===== src/rtl/aes_uart_pkg.sv =====
// rtl/aes_uart_pkg.sv - shared command codes, reply codes and sequencer states
package aes_uart_pkg;

    localparam logic [7:0] CMD_KEY   = 8'h4B;
    localparam logic [7:0] CMD_ENC   = 8'h45;
    localparam logic [7:0] RSP_ACK   = 8'h06;
    localparam logic [7:0] RSP_NOKEY = 8'hEE;
    localparam int         BLK_BYTES = 16;

    typedef enum logic [2:0] {
        ST_IDLE,
        ST_RX_KEY,
        ST_RX_PT,
        ST_AES_RUN,
        ST_TX_LOAD,
        ST_TX_WAIT
    } state_e;

endpackage


===== src/rtl/aes_uart_timeout.sv =====
// rtl/aes_uart_timeout.sv - inter-byte idle counter with one-cycle expiry flag
module aes_uart_timeout #(
    parameter int TIMEOUT_CYC = 520833,
    parameter int CNT_W       = 20
) (
    input  logic sys_clk,
    input  logic sys_rst_n,
    input  logic clear,
    input  logic enable,
    output logic expired
);

    logic [CNT_W-1:0] cnt_q;

    // Idle count: restarts on clear, saturates at the limit while enabled
    always_ff @(posedge sys_clk) begin
        if (!sys_rst_n) begin
            cnt_q <= '0;
        end else if (clear) begin
            cnt_q <= '0;
        end else if (enable && !expired) begin
            cnt_q <= cnt_q + 1'b1;
        end
    end

    // Expiry does not look at clear so the sequencer can depend on it without a loop
    assign expired = enable && (cnt_q == CNT_W'(TIMEOUT_CYC - 1));

endmodule


===== src/rtl/aes_uart_ctrl.sv =====
// rtl/aes_uart_ctrl.sv - UART command sequencer feeding the AES core
module aes_uart_ctrl
    import aes_uart_pkg::*;
#(
    parameter int TIMEOUT_CYC = 520833,
    parameter int CNT_W       = 20
) (
    input  logic         sys_clk,
    input  logic         sys_rst_n,
    input  logic [7:0]   rx_byte,
    input  logic         rx_valid,
    output logic [7:0]   tx_data,
    output logic         tx_start,
    input  logic         tx_done,
    output logic [127:0] aes_key,
    output logic [127:0] aes_din,
    output logic         aes_start,
    input  logic         aes_done,
    input  logic [127:0] aes_dout,
    output logic         key_valid,
    output logic         busy
);

    state_e         state_q, state_d;
    logic [3:0]     byte_cnt_q, byte_cnt_d;
    // Only 15 earlier bytes need holding; the 16th is taken straight from rx_byte
    logic [119:0]   rx_sr_q, rx_sr_d;
    logic [127:0]   key_q, key_d;
    logic [127:0]   din_q, din_d;
    logic           key_valid_q, key_valid_d;
    logic [127:0]   tx_buf_q, tx_buf_d;
    logic [4:0]     tx_rem_q, tx_rem_d;
    logic           tx_start_q, aes_start_q;
    logic [127:0]   blk_word;
    logic           tmo_clear, tmo_enable, tmo_expired;

    assign blk_word   = {rx_sr_q, rx_byte};
    assign tmo_enable = (state_q == ST_RX_KEY) || (state_q == ST_RX_PT);
    assign tmo_clear  = rx_valid || (state_d != state_q);

    aes_uart_timeout #(
        .TIMEOUT_CYC (TIMEOUT_CYC),
        .CNT_W       (CNT_W)
    ) u_timeout (
        .sys_clk   (sys_clk),
        .sys_rst_n (sys_rst_n),
        .clear     (tmo_clear),
        .enable    (tmo_enable),
        .expired   (tmo_expired)
    );

    // Next-state: command decode, block assembly, AES launch and reply streaming
    always_comb begin
        state_d     = state_q;
        byte_cnt_d  = byte_cnt_q;
        rx_sr_d     = rx_sr_q;
        key_d       = key_q;
        din_d       = din_q;
        key_valid_d = key_valid_q;
        tx_buf_d    = tx_buf_q;
        tx_rem_d    = tx_rem_q;
        case (state_q)
            ST_IDLE: begin
                if (rx_valid) begin
                    if (rx_byte == CMD_KEY) begin
                        state_d    = ST_RX_KEY;
                        byte_cnt_d = '0;
                    end else if (rx_byte == CMD_ENC) begin
                        if (key_valid_q) begin
                            state_d    = ST_RX_PT;
                            byte_cnt_d = '0;
                        end else begin
                            tx_buf_d = {RSP_NOKEY, 120'd0};
                            tx_rem_d = 5'd1;
                            state_d  = ST_TX_LOAD;
                        end
                    end
                end
            end
            ST_RX_KEY, ST_RX_PT: begin
                if (rx_valid) begin
                    rx_sr_d    = blk_word[119:0];
                    byte_cnt_d = byte_cnt_q + 4'd1;
                    if (byte_cnt_q == 4'(BLK_BYTES - 1)) begin
                        if (state_q == ST_RX_KEY) begin
                            key_d       = blk_word;
                            key_valid_d = 1'b1;
                            tx_buf_d    = {RSP_ACK, 120'd0};
                            tx_rem_d    = 5'd1;
                            state_d     = ST_TX_LOAD;
                        end else begin
                            din_d   = blk_word;
                            state_d = ST_AES_RUN;
                        end
                    end
                end else if (tmo_expired) begin
                    state_d    = ST_IDLE;
                    byte_cnt_d = '0;
                end
            end
            ST_AES_RUN: begin
                if (aes_done) begin
                    tx_buf_d = aes_dout;
                    tx_rem_d = 5'(BLK_BYTES);
                    state_d  = ST_TX_LOAD;
                end
            end
            ST_TX_LOAD: begin
                state_d = ST_TX_WAIT;
            end
            ST_TX_WAIT: begin
                if (tx_done) begin
                    tx_buf_d = {tx_buf_q[119:0], 8'h00};
                    tx_rem_d = tx_rem_q - 5'd1;
                    state_d  = (tx_rem_q == 5'd1) ? ST_IDLE : ST_TX_LOAD;
                end
            end
            default: begin
                state_d = ST_IDLE;
            end
        endcase
    end

    // State and datapath registers; strobes are registered so they are glitch-free
    always_ff @(posedge sys_clk) begin
        if (!sys_rst_n) begin
            state_q     <= ST_IDLE;
            byte_cnt_q  <= '0;
            rx_sr_q     <= '0;
            key_q       <= '0;
            din_q       <= '0;
            key_valid_q <= 1'b0;
            tx_buf_q    <= '0;
            tx_rem_q    <= '0;
            tx_start_q  <= 1'b0;
            aes_start_q <= 1'b0;
        end else begin
            state_q     <= state_d;
            byte_cnt_q  <= byte_cnt_d;
            rx_sr_q     <= rx_sr_d;
            key_q       <= key_d;
            din_q       <= din_d;
            key_valid_q <= key_valid_d;
            tx_buf_q    <= tx_buf_d;
            tx_rem_q    <= tx_rem_d;
            tx_start_q  <= (state_q == ST_TX_LOAD);
            aes_start_q <= (state_d == ST_AES_RUN) && (state_q != ST_AES_RUN);
        end
    end

    assign tx_data   = tx_buf_q[127:120];
    assign tx_start  = tx_start_q;
    assign aes_key   = key_q;
    assign aes_din   = din_q;
    assign aes_start = aes_start_q;
    assign key_valid = key_valid_q;
    assign busy      = (state_q != ST_IDLE);

endmodule


===== config.mk =====
export PLATFORM = sky130hd
export DESIGN_NAME = aes_uart_ctrl
export DESIGN_NICKNAME = d
export VERILOG_FILES = /design/src/rtl/aes_uart_pkg.sv /design/src/rtl/aes_uart_timeout.sv /design/src/rtl/aes_uart_ctrl.sv
export SDC_FILE = /design/constraint.sdc
export NUM_CORES = 1
export LEC_CHECK = 0
export ABC_AREA = 1
export ABC_CLOCK_PERIOD_IN_PS = 5700
export BUFFER_PORTS_ARGS = -buffer_cell sky130_fd_sc_hd__buf_2
export CORE_MARGIN = 2
export CORE_UTILIZATION = 40
export CTS_CLUSTER_DIAMETER = 40
export DETAILED_ROUTE_END_ITERATION = 10
export PLACE_DENSITY = 0.58
export RECOVER_POWER = 25
export SETUP_SLACK_MARGIN = 0.3
export SLEW_MARGIN = 20
export SYNTH_ARGS = -nofsm -noshare
export SYNTH_HDL_FRONTEND = slang
export SYNTH_SLANG_ARGS = --single-unit

===== constraint.sdc =====
create_clock -name sys_clk -period 5.7 [get_ports sys_clk]
set_clock_uncertainty 0.1 [all_clocks]
set_input_delay 0.57 -clock sys_clk [delete_from_list [all_inputs] [get_ports sys_clk]]
set_output_delay 0.57 -clock sys_clk [all_outputs]
set_load 0.005 [all_outputs]

==> results.json, run 1 <==
{
  "status": "completed",
  "worst_hold_slack_ns": 0.121,
  "wirelength_um": 63500,
  "die_w_um": 231,
  "vias": 19000,
  "synthMuxAreaShare_pct": 0,
  "grt-ovfl-total": 0,
  "hold_path.class": "in -> reg",
  "setup-violations-final": 0,
  "post-place-cells": 3601,
  "cts_tree": "done",
  "clock-sinks": 539,
  "fill_cells": 5107,
  "synth_area_leader_cell": "dfxtp_1",
  "synth_area_um2": 20600,
  "std_cell_rows": 83,
  "worst-path-max-fanout": 69,
  "arrival_ns": 4.06,
  "cp_slowest_cell": "clkinv_2",
  "synth_top_family_by_area": "simple AND/OR/NAND/NOR gates",
  "synthesis.instances": 2705,
  "yosys.area_share.adder_pct": 0.304,
  "synth_ff_type": "dfxtp_1",
  "relSlewSlack_pct": 33.1,
  "avgSynthCellArea_um2": 7.62,
  "worstPathRequired_ns": 6.10,
  "clk_latency_ns": 0.62,
  "min_to": "tx_buf_q[0]",
  "finalCriticalPeriod_ns": 3.66,
  "port_buffers": 408,
  "power.leakage_uw": 0.0112,
  "holdPathStages": 3,
  "multiInputGateArea_um2": 8710,
  "stdcell_count": 3764,
  "max_slew.worst_pin.slew_ns": 1.00,
  "hold_viol_final": 0,
  "grt_pass1_wl_um": 99500,
  "synth_warnings": 0,
  "drc": 0,
  "synth_compound_area_share_pct": 19.0,
  "drv_slew": 0,
  "crit_top_cell": "nand2_1",
  "rr_endpoint": "tx_buf_q[5]",
  "fp.dieArea_um2": 53300,
  "dp_slack_ns": 1.66,
  "clock_path_buffers": 3,
  "worst_path_largest_cell_delay_ns": 0.72,
  "synthTopCellsByArea": "dfxtp_1 52%, nor2_1 14%, o21ai_0 9.9%",
  "drv_cap": 0,
  "synth_xor_area_share_pct": 0.850,
  "endpoint_kind": "register",
  "rsz0062_at_grt": "no",
  "synth.distinct_cells": 29,
  "first_global_vias": 18000,
  "area_growth_pct": 23.9,
  "ys_async_sr_fraction_pct": 0,
  "synth_most_common_cell": "nor2_1",
  "grt_start_max_net_pins": 215,
  "syn-num-nets": 2851,
  "synth_edf_count": 0,
  "fin_nets": 3153,
  "dp_hpwl_um": 39400,
  "p_per_area_nw_per_um2": 380,
  "clkTransAtPathRegs_ns": 0.05,
  "regArea_um2": 10800,
  "core_um2": 51100,
  "cts_resized": 0,
  "synth.ff_latch_count": 539,
  "finalSetupTns_ns": 0,
  "cp_cell_sequence": "nand2_1, nor2_4, buf_4, nand2_1, nand2_1, nor2_2, o211ai_4, buf_16, clkinv_2, buf_4, o21ai_0, nor2_1",
  "routed_via_density": 5.05,
  "start_util_pct": 40.3,
  "antenna_found_initial": 6,
  "boundaryPins": 409,
  "place_congestion": 0.869,
  "drt_iter0_drc": 1601,
  "die_y_um": 231,
  "synth.top_cell.area_share_pct": 52.4,
  "start_kind": "register",
  "worstReg2RegStart": "state_q[2]",
  "postLayoutCoreUtil_pct": 50.0,
  "htree_levels": 3,
  "drive_gt1_share_pct": 15.1,
  "crit_type": "reg -> reg",
  "ff2ff_path_depth": 12,
  "ant_nets": 0,
  "hold_path_startpoint": "aes_dout[0]",
  "cts_hold_buf": 0,
  "ir_drop_v": 0.000220,
  "grt_usage_pct": 23.1,
  "cts-root-buf": "clkbuf_16",
  "post_cts_buffers": 0,
  "cts_made_buffers": 83,
  "yosys-top-cells-count": "775 x nor2_1, 539 x dfxtp_1, 407 x o21ai_0, 329 x nand2_1, 163 x a21oi_1",
  "wl_per_cell_um": 16.9,
  "dr.pass1.iters": 5,
  "setup_ws_ns": 2.04,
  "fin_crit_sh_pct": 64.2,
  "regToRegSetupSlack_ns": 2.04,
  "yosys.area_share.simple_pct": 21.9,
  "yosysSeqAreaShare_pct": 52.4,
  "fmax_mhz": 273
}
-- stage by stage --
step / cell area [um^2] / power, uW
4_1_cts: 25700 / 9790
3_3_place_gp: 22800 / 4690
2_1_floorplan: 20600 / 4510
5_1_grt: 25500 / 10100
3_5_place_dp: 22800 / 4700
6_report: 25500 / 9710
-- cells by family after synthesis --
logic type | Yosys count
simple gates | 1172
buf+inv | 276
flops | 539
compound gates | 693
fa+ha+maj | 5
xor+xnor | 20
-- flip-flops by register name, indices dropped and copies added (netlist names) --
register,count
aes_din,128
tx_rem_q,5
tx_start,1
u_timeout.cnt_q,20
state_q,3
key_valid,1
rx_sr_q,120
byte_cnt_q,4
aes_start,1
tx_buf_q,128
aes_key,128
-- power by group --
| group | total [uW] | leakage, uW | internal, uW | switching, uW |
|---|---|---|---|---|
| sequential | 3980 | 0.00435 | 3870 | 105 |
| combinational | 659 | 0.00548 | 192 | 467 |
| clock | 5080 | 0.00135 | 3110 | 1970 |
| total | 9710 | 0.0112 | 7170 | 2540 |
-- worst max-delay path by stage --
| stage | startpoint | depth (start not counted) | end | slack (ns) |
|---|---|---|---|---|
| 6_report | state_q[2] | 12 | tx_buf_q[5] | 2.04 |
| 5_1_grt | state_q[2] | 12 | tx_buf_q[4] | 1.66 |
| 3_5_place_dp | state_q[2] | 11 | tx_buf_q[7] | 1.66 |
| 3_3_place_gp | state_q[2] | 11 | tx_buf_q[6] | 1.73 |
| 4_1_cts | state_q[2] | 11 | tx_buf_q[4] | 1.65 |
| 2_1_floorplan | rx_byte[4] | 11 | tx_buf_q[100] | 3.70 |
-- routing by layer --
metal  global-route usage, %  up-vias  share of wire, %
li1                        -     9498                 -
met1                    31.2     8827                45
met2                    35.2      587                44
met3                    6.51       97               8.4
met4                    8.19        2               2.3
met5                       0        -             0.020
-- worst max-delay path: cells and delay by family, from the launching register on --
family	cells	cell delay, ns
buf+inv	4	1.92
simple gates	6	0.60
flops	1	0.47
compound gates	2	0.42
-- layout by cell type, fill, tap and decap left out, types with 15 or more instances in the layout --
master,count
a21oi_1,163
a22o_1,114
buf_2,279
buf_4,15
clkbuf_1,135
clkbuf_16,83
dfxtp_1,539
inv_1,57
nand2_1,328
nand3_1,20
nor2_1,773
nor3_1,31
o21ai_0,407
xor2_1,15
-- layout make-up --
type                            count  area share (%)
Tap cell                          680            3.33
Timing Repair Buffer              426            8.08
Clock inverter                     55            2.37
Antenna cell                        6          0.0588
Inverter                           67            1.02
Sequential cell                   539            42.3
Clock buffer                      101            8.79
Multi-Input combinational cell   1890            34.1
Power figures use the tool's default switching activity.
==> inputs of run 2 (changes only) <==
--- a/config.mk
+++ b/config.mk
@@ -6,13 +6,13 @@
 export NUM_CORES = 1
 export LEC_CHECK = 0
 export ABC_AREA = 1
-export ABC_CLOCK_PERIOD_IN_PS = 5700
+export ABC_CLOCK_PERIOD_IN_PS = 3100
 export BUFFER_PORTS_ARGS = -buffer_cell sky130_fd_sc_hd__buf_2
 export CORE_MARGIN = 2
 export CORE_UTILIZATION = 40
 export CTS_CLUSTER_DIAMETER = 40
 export DETAILED_ROUTE_END_ITERATION = 10
-export PLACE_DENSITY = 0.58
+export PLACE_DENSITY = 0.6
 export RECOVER_POWER = 25
 export SETUP_SLACK_MARGIN = 0.3
 export SLEW_MARGIN = 20
==> constraint.sdc (replaced) <==
create_clock -name sys_clk -period 3.1 [get_ports sys_clk]
set_clock_uncertainty 0.1 [all_clocks]
set_input_delay 0.31 -clock sys_clk [delete_from_list [all_inputs] [get_ports sys_clk]]
set_output_delay 0.31 -clock sys_clk [all_outputs]
set_load 0.005 [all_outputs]
==> run 2 against run 1 <==
The run now ends with slew limit left; cell area is 6.0% higher; sequential power is 84% higher; die area stayed put; critical path type unchanged; critical endpoint is now tx_buf_q[9]; largest cell class unchanged.
==> results.json, run 2 (synthesis gave the netlist of run 1 again) <==
{
  "status": "finished with violations",
  "violations": "slew limit",
  "final_common_cell": "nor2_1",
  "place_congestion": 0.836,
  "dr.pass1.iters": 5,
  "clk_latency_ns": 0.62,
  "finalCriticalPeriod_ns": 2.56,
  "cts_tree": "done",
  "finalSetupTns_ns": 0,
  "worstPathRequired_ns": 3.50,
  "clock_path_buffers": 3,
  "cts-root-buf": "clkbuf_16",
  "wl_per_cell_um": 16.7,
  "area_growth_pct": 31.4,
  "ir_drop_v": 0.000443,
  "drv_slew": 128,
  "dp_hpwl_um": 39600,
  "ant_nets": 0,
  "antenna_found_initial": 3,
  "hold_viol_final": 0,
  "cts_made_buffers": 82,
  "fill_cells": 4893,
  "std_cell_rows": 83,
  "vias": 19800,
  "grt_usage_pct": 23.5,
  "drc": 0,
  "routed_via_density": 5.09,
  "grt_pass1_wl_um": 101000,
  "fmax_mhz": 391,
  "stdcell_count": 3896,
  "start_util_pct": 40.3,
  "htree_levels": 3,
  "drive_gt1_share_pct": 15.2,
  "relSlewSlack_pct": -4.38,
  "die_y_um": 231,
  "crit_type": "reg -> reg",
  "post-place-cells": 3614,
  "fin_crit_sh_pct": 82.4,
  "grt-ovfl-total": 0,
  "start_kind": "register",
  "setup-violations-final": 0,
  "worst-path-max-fanout": 132,
  "clkTransAtPathRegs_ns": 0.06,
  "grt_start_max_net_pins": 133,
  "boundaryPins": 409,
  "fin_nets": 3293,
  "hold_path.class": "in -> reg",
  "arrival_ns": 2.95,
  "first_global_vias": 18700,
  "p_per_area_nw_per_um2": 673,
  "core_um2": 51100,
  "rsz0062_at_grt": "no",
  "ff2ff_path_depth": 11,
  "drt_iter0_drc": 1419,
  "fp.dieArea_um2": 53300,
  "final_cell_mix": "773 x nor2_1, 539 x dfxtp_1, 407 x o21ai_0",
  "port_buffers": 408,
  "clock-sinks": 539,
  "max_slew.worst_pin.slew_ns": 1.57,
  "power.leakage_uw": 0.0119,
  "drv_cap": 0,
  "worst_hold_slack_ns": 0.0237,
  "endpoint_kind": "register",
  "holdPathStages": 4,
  "die_w_um": 231,
  "wirelength_um": 65100
}
## run 2: cell type report
type                    instances  area [um^2]  area share (%)
flip-flops and latches        539        10800            39.9
multi-input cells            1890         8710            32.2
repair buffers                567         3590            13.3
clock buffers                  93         2160            7.99
well taps                     680          851            3.14
clock inverters                57          699            2.58
inverters                      67          263           0.971
diodes                          3         7.51          0.0277
## run 2: worst max-delay path: stages (launching register included)
cell and delay, ns:
dfxtp_1 0.34, inv_2 0.10, nor2_1 0.22, nand2_1 0.20
nand2_2 0.20, nand2_1 0.07, nand2_1 0.06, nand2_1 0.10
o211ai_4 0.12, buf_12 0.44, nand2_1 0.13, a21oi_1 0.22
## run 2: path summary, 6_finish.rpt
check | start | slack [ns] | to
worst min register to register | tx_buf_q[119] | 0.36 | tx_buf_q[119]
worst max register to register | state_q[0] | 0.54 | tx_buf_q[9]
worst min-delay path | aes_dout[24] | 0.02 | tx_buf_q[24]
worst max-delay path | state_q[0] | 0.54 | tx_buf_q[9]
## run 2: timing repair
action / in CTS / in global routing
buffers inserted: 0 / 0
hold endpoints to repair: 138 / 0
setup endpoints to repair: 0 / 3
gates resized for setup: 0 / 1
hold buffers: 129 / 0
## run 2: where the power goes
part,internal [uW],switching [uW]
Clock,5970,3550
Sequential,7120,190
Combinational,489,914
Total,13600,4660
## run 2: stage by stage
step | utilization (%) | power [uW] | area, um^2 | worst slack, ns
floorplan | - | 8290 | 20600 | 1.20
global placement | 45.1 | 8690 | 23100 | 0.676
detailed placement | 45.1 | 8710 | 23100 | 0.626
CTS | 53.3 | 18400 | 27200 | 0.586
global route | 53.0 | 18900 | 27100 | 0.318
finish | 53.0 | 18200 | 27100 | 0.545
## run 2: layer usage
metal	GRT usage [%]	share of wire, %
met1	30.9	44
met2	36.6	45
met3	6.32	7.8
met4	9.01	2.8
met5	0	0.020
==> inputs of run 3 (changes only) <==
--- a/config.mk
+++ b/config.mk
@@ -6,13 +6,13 @@
 export NUM_CORES = 1
 export LEC_CHECK = 0
 export ABC_AREA = 1
-export ABC_CLOCK_PERIOD_IN_PS = 3100
+export ABC_CLOCK_PERIOD_IN_PS = 2400
 export BUFFER_PORTS_ARGS = -buffer_cell sky130_fd_sc_hd__buf_2
 export CORE_MARGIN = 2
 export CORE_UTILIZATION = 40
 export CTS_CLUSTER_DIAMETER = 40
 export DETAILED_ROUTE_END_ITERATION = 10
-export PLACE_DENSITY = 0.6
+export PLACE_DENSITY = 0.58
 export RECOVER_POWER = 25
 export SETUP_SLACK_MARGIN = 0.3
 export SLEW_MARGIN = 20
==> constraint.sdc (replaced) <==
create_clock -name sys_clk -period 2.4 [get_ports sys_clk]
set_clock_uncertainty 0.1 [all_clocks]
set_input_delay 0.24 -clock sys_clk [delete_from_list [all_inputs] [get_ports sys_clk]]
set_output_delay 0.24 -clock sys_clk [all_outputs]
set_load 0.005 [all_outputs]
==> run 3 against run 2 <==
Sequential power grew 29%; clock power grew 27%; via count grew 2.0%; the flow now finishes without violations.
==> results.json, run 3 (synthesis gave the netlist of run 1 again) <==
{
  "status": "completed",
  "antenna_found_initial": 1,
  "critPathTopFamily": "buffers and inverters",
  "dr.pass1.iters": 5,
  "worstPathRequired_ns": 2.75,
  "fin_nets": 3339,
  "hold_viol_final": 0,
  "drv_slew": 0,
  "seqPwrFrac_pct": 39.7,
  "final_common_cell": "nor2_1",
  "wirelength_um": 69800,
  "std_cell_rows": 83,
  "grt_start_max_net_pins": 202,
  "place_congestion": 0.819,
  "min_to": "tx_buf_q[104]",
  "worst_hold_slack_ns": 0.0242,
  "drt_iter0_drc": 1519,
  "clock_power_share_pct": 50.7,
  "power.leakage_uw": 0.0122,
  "fp.dieArea_um2": 53300,
  "worstReg2RegStart": "state_q[2]",
  "crit_cells": 12,
  "grt_use_met2_pct": 38.3,
  "rr_endpoint": "tx_buf_q[83]",
  "first_global_vias": 19400,
  "power_frac_comb_pct": 9.6,
  "multiInputGateArea_um2": 8830,
  "wl_per_cell_um": 17.7,
  "worst-path-max-fanout": 13,
  "die_w_um": 231,
  "hold_path_startpoint": "aes_dout[104]",
  "vias": 20200,
  "clk_latency_ns": 0.61,
  "endpoint_kind": "register",
  "arrival_ns": 2.43,
  "use_met1_pct": 32.5,
  "grt_use_met3_pct": 6.94,
  "fin_crit_sh_pct": 86.8,
  "switching_share_pct": 25.4,
  "grt_usage_pct": 24.7,
  "stdcell_count": 3937,
  "top_usage_layer": "met2",
  "worst_path_largest_cell_delay_ns": 0.37,
  "setup_ws_ns": 0.318,
  "cp_slowest_cell": "dfxtp_2",
  "ir_drop_v": 0.000478,
  "relSlewSlack_pct": 50.2,
  "clkTransAtPathRegs_ns": 0.05,
  "regArea_um2": 10800,
  "finalSetupTns_ns": 0,
  "area_growth_pct": 34.9,
  "postLayoutCoreUtil_pct": 54.4,
  "switchingPower_uw": 6050,
  "p_per_area_nw_per_um2": 857,
  "routed_via_density": 5.14,
  "die_y_um": 231,
  "cp_cell_sequence": "inv_4, nand2_2, nor2_4, nand2_1, nand2_2, nor2_4, o211ai_4, clkinv_4, buf_12, clkbuf_16, nand2_1, a21oi_1",
  "regToRegSetupSlack_ns": 0.32,
  "drc": 0,
  "ant_nets": 0,
  "crit_type": "reg -> reg",
  "holdPathStages": 4,
  "clock_path_buffers": 3,
  "setup-violations-final": 0,
  "fill_cells": 4824,
  "post-place-cells": 3632,
  "grt-ovfl-total": 0,
  "cts_tree": "done",
  "dp_slack_ns": 0.191,
  "max_slew.worst_pin.slew_ns": 0.747,
  "ff2ff_path_depth": 12,
  "start_util_pct": 40.3,
  "drive_gt1_share_pct": 16.4,
  "htree_levels": 3,
  "p_int_uw": 17800,
  "boundaryPins": 409,
  "finalCriticalPeriod_ns": 2.08,
  "core_um2": 51100,
  "clock-sinks": 539,
  "dp_hpwl_um": 41200,
  "port_buffers": 408,
  "drv_cap": 0,
  "fmax_mhz": 480,
  "rsz0062_at_grt": "yes",
  "hold_path.class": "in -> reg",
  "grt_pass1_wl_um": 107000,
  "start_kind": "register",
  "cts-root-buf": "clkbuf_16",
  "final_cell_mix": "769 x nor2_1, 533 x dfxtp_1, 406 x o21ai_0",
  "cts_made_buffers": 81,
  "critPathBufInv": 4
}
[run 3: cell types whose count changed in the layout (fill, tap and decap cells not counted), sizes merged, moves of 4 or more]
cell | previous run | this run
clkbuf | 208 | 235
buf | 323 | 340
dlygate4sd3 | 129 | 136
clkinv | 22 | 16
inv | 86 | 82
[run 3: area by class of cell]
cell class	count	share of cell area, %
multi-input cells	1890	31.8
well taps	680	3.06
flip-flops and latches	539	38.9
clock inverters	48	2.11
inverters	67	0.981
clock buffers	98	7.96
diodes	1	0.00900
repair buffers	614	15.3
[run 3: per-layer routing]
layer,vias to the layer above,part of all wire [%]
met2,657,45
li1,9864,-
met4,0,3.0
met3,150,8.0
met1,9551,44
met5,-,0
[run 3: how the worst max path moves through the flow]
stage / startpoint / end / slack, ns
3_3_place_gp: rx_byte[4] / u_timeout.cnt_q[18] / 0.24
5_1_grt: u_timeout.cnt_q[0] / u_timeout.cnt_q[19] / 0.22
2_1_floorplan: byte_cnt_q[0] / u_timeout.cnt_q[17] / 0.50
3_5_place_dp: state_q[0] / tx_buf_q[87] / 0.19
6_report: state_q[2] / tx_buf_q[83] / 0.32
4_1_cts: byte_cnt_q[1] / u_timeout.cnt_q[11] / 0.31
[run 3: timing repair]
action	in CTS	in global routing
buffers inserted	3	9
setup endpoints to repair	138	409
cloned	3	7
resized for setup	14	51
hold endpoints to repair	197	0
hold buffers	136	0
pin swaps	2	7
[run 3: worst reg2reg max path, stage by stage, from the launching register on]
cell and delay, ns:
dfxtp_2 0.37, inv_4 0.13, nand2_2 0.09, nor2_4 0.13, nand2_1 0.10, nand2_2 0.10, nor2_4 0.05, o211ai_4 0.15
clkinv_4 0.24, buf_12 0.19, clkbuf_16 0.16, nand2_1 0.07, a21oi_1 0.06
[run 3: through the flow]
stage,total power (uW),area (um^2)
floorplan,10700,20600
global placement,11300,23200
detailed placement,11300,23200
CTS,23800,27600
global route,24700,27800
finish,23800,27800
[run 3: power by group through the flow]
stage | clock (uW) | combinational, uW | sequential [uW]
2_1_floorplan | 0 | 1190 | 9520
3_3_place_gp | 0 | 1680 | 9620
3_5_place_dp | 0 | 1700 | 9630
4_1_cts | 12300 | 2100 | 9440
5_1_grt | 12700 | 2490 | 9470
6_report | 12100 | 2290 | 9450
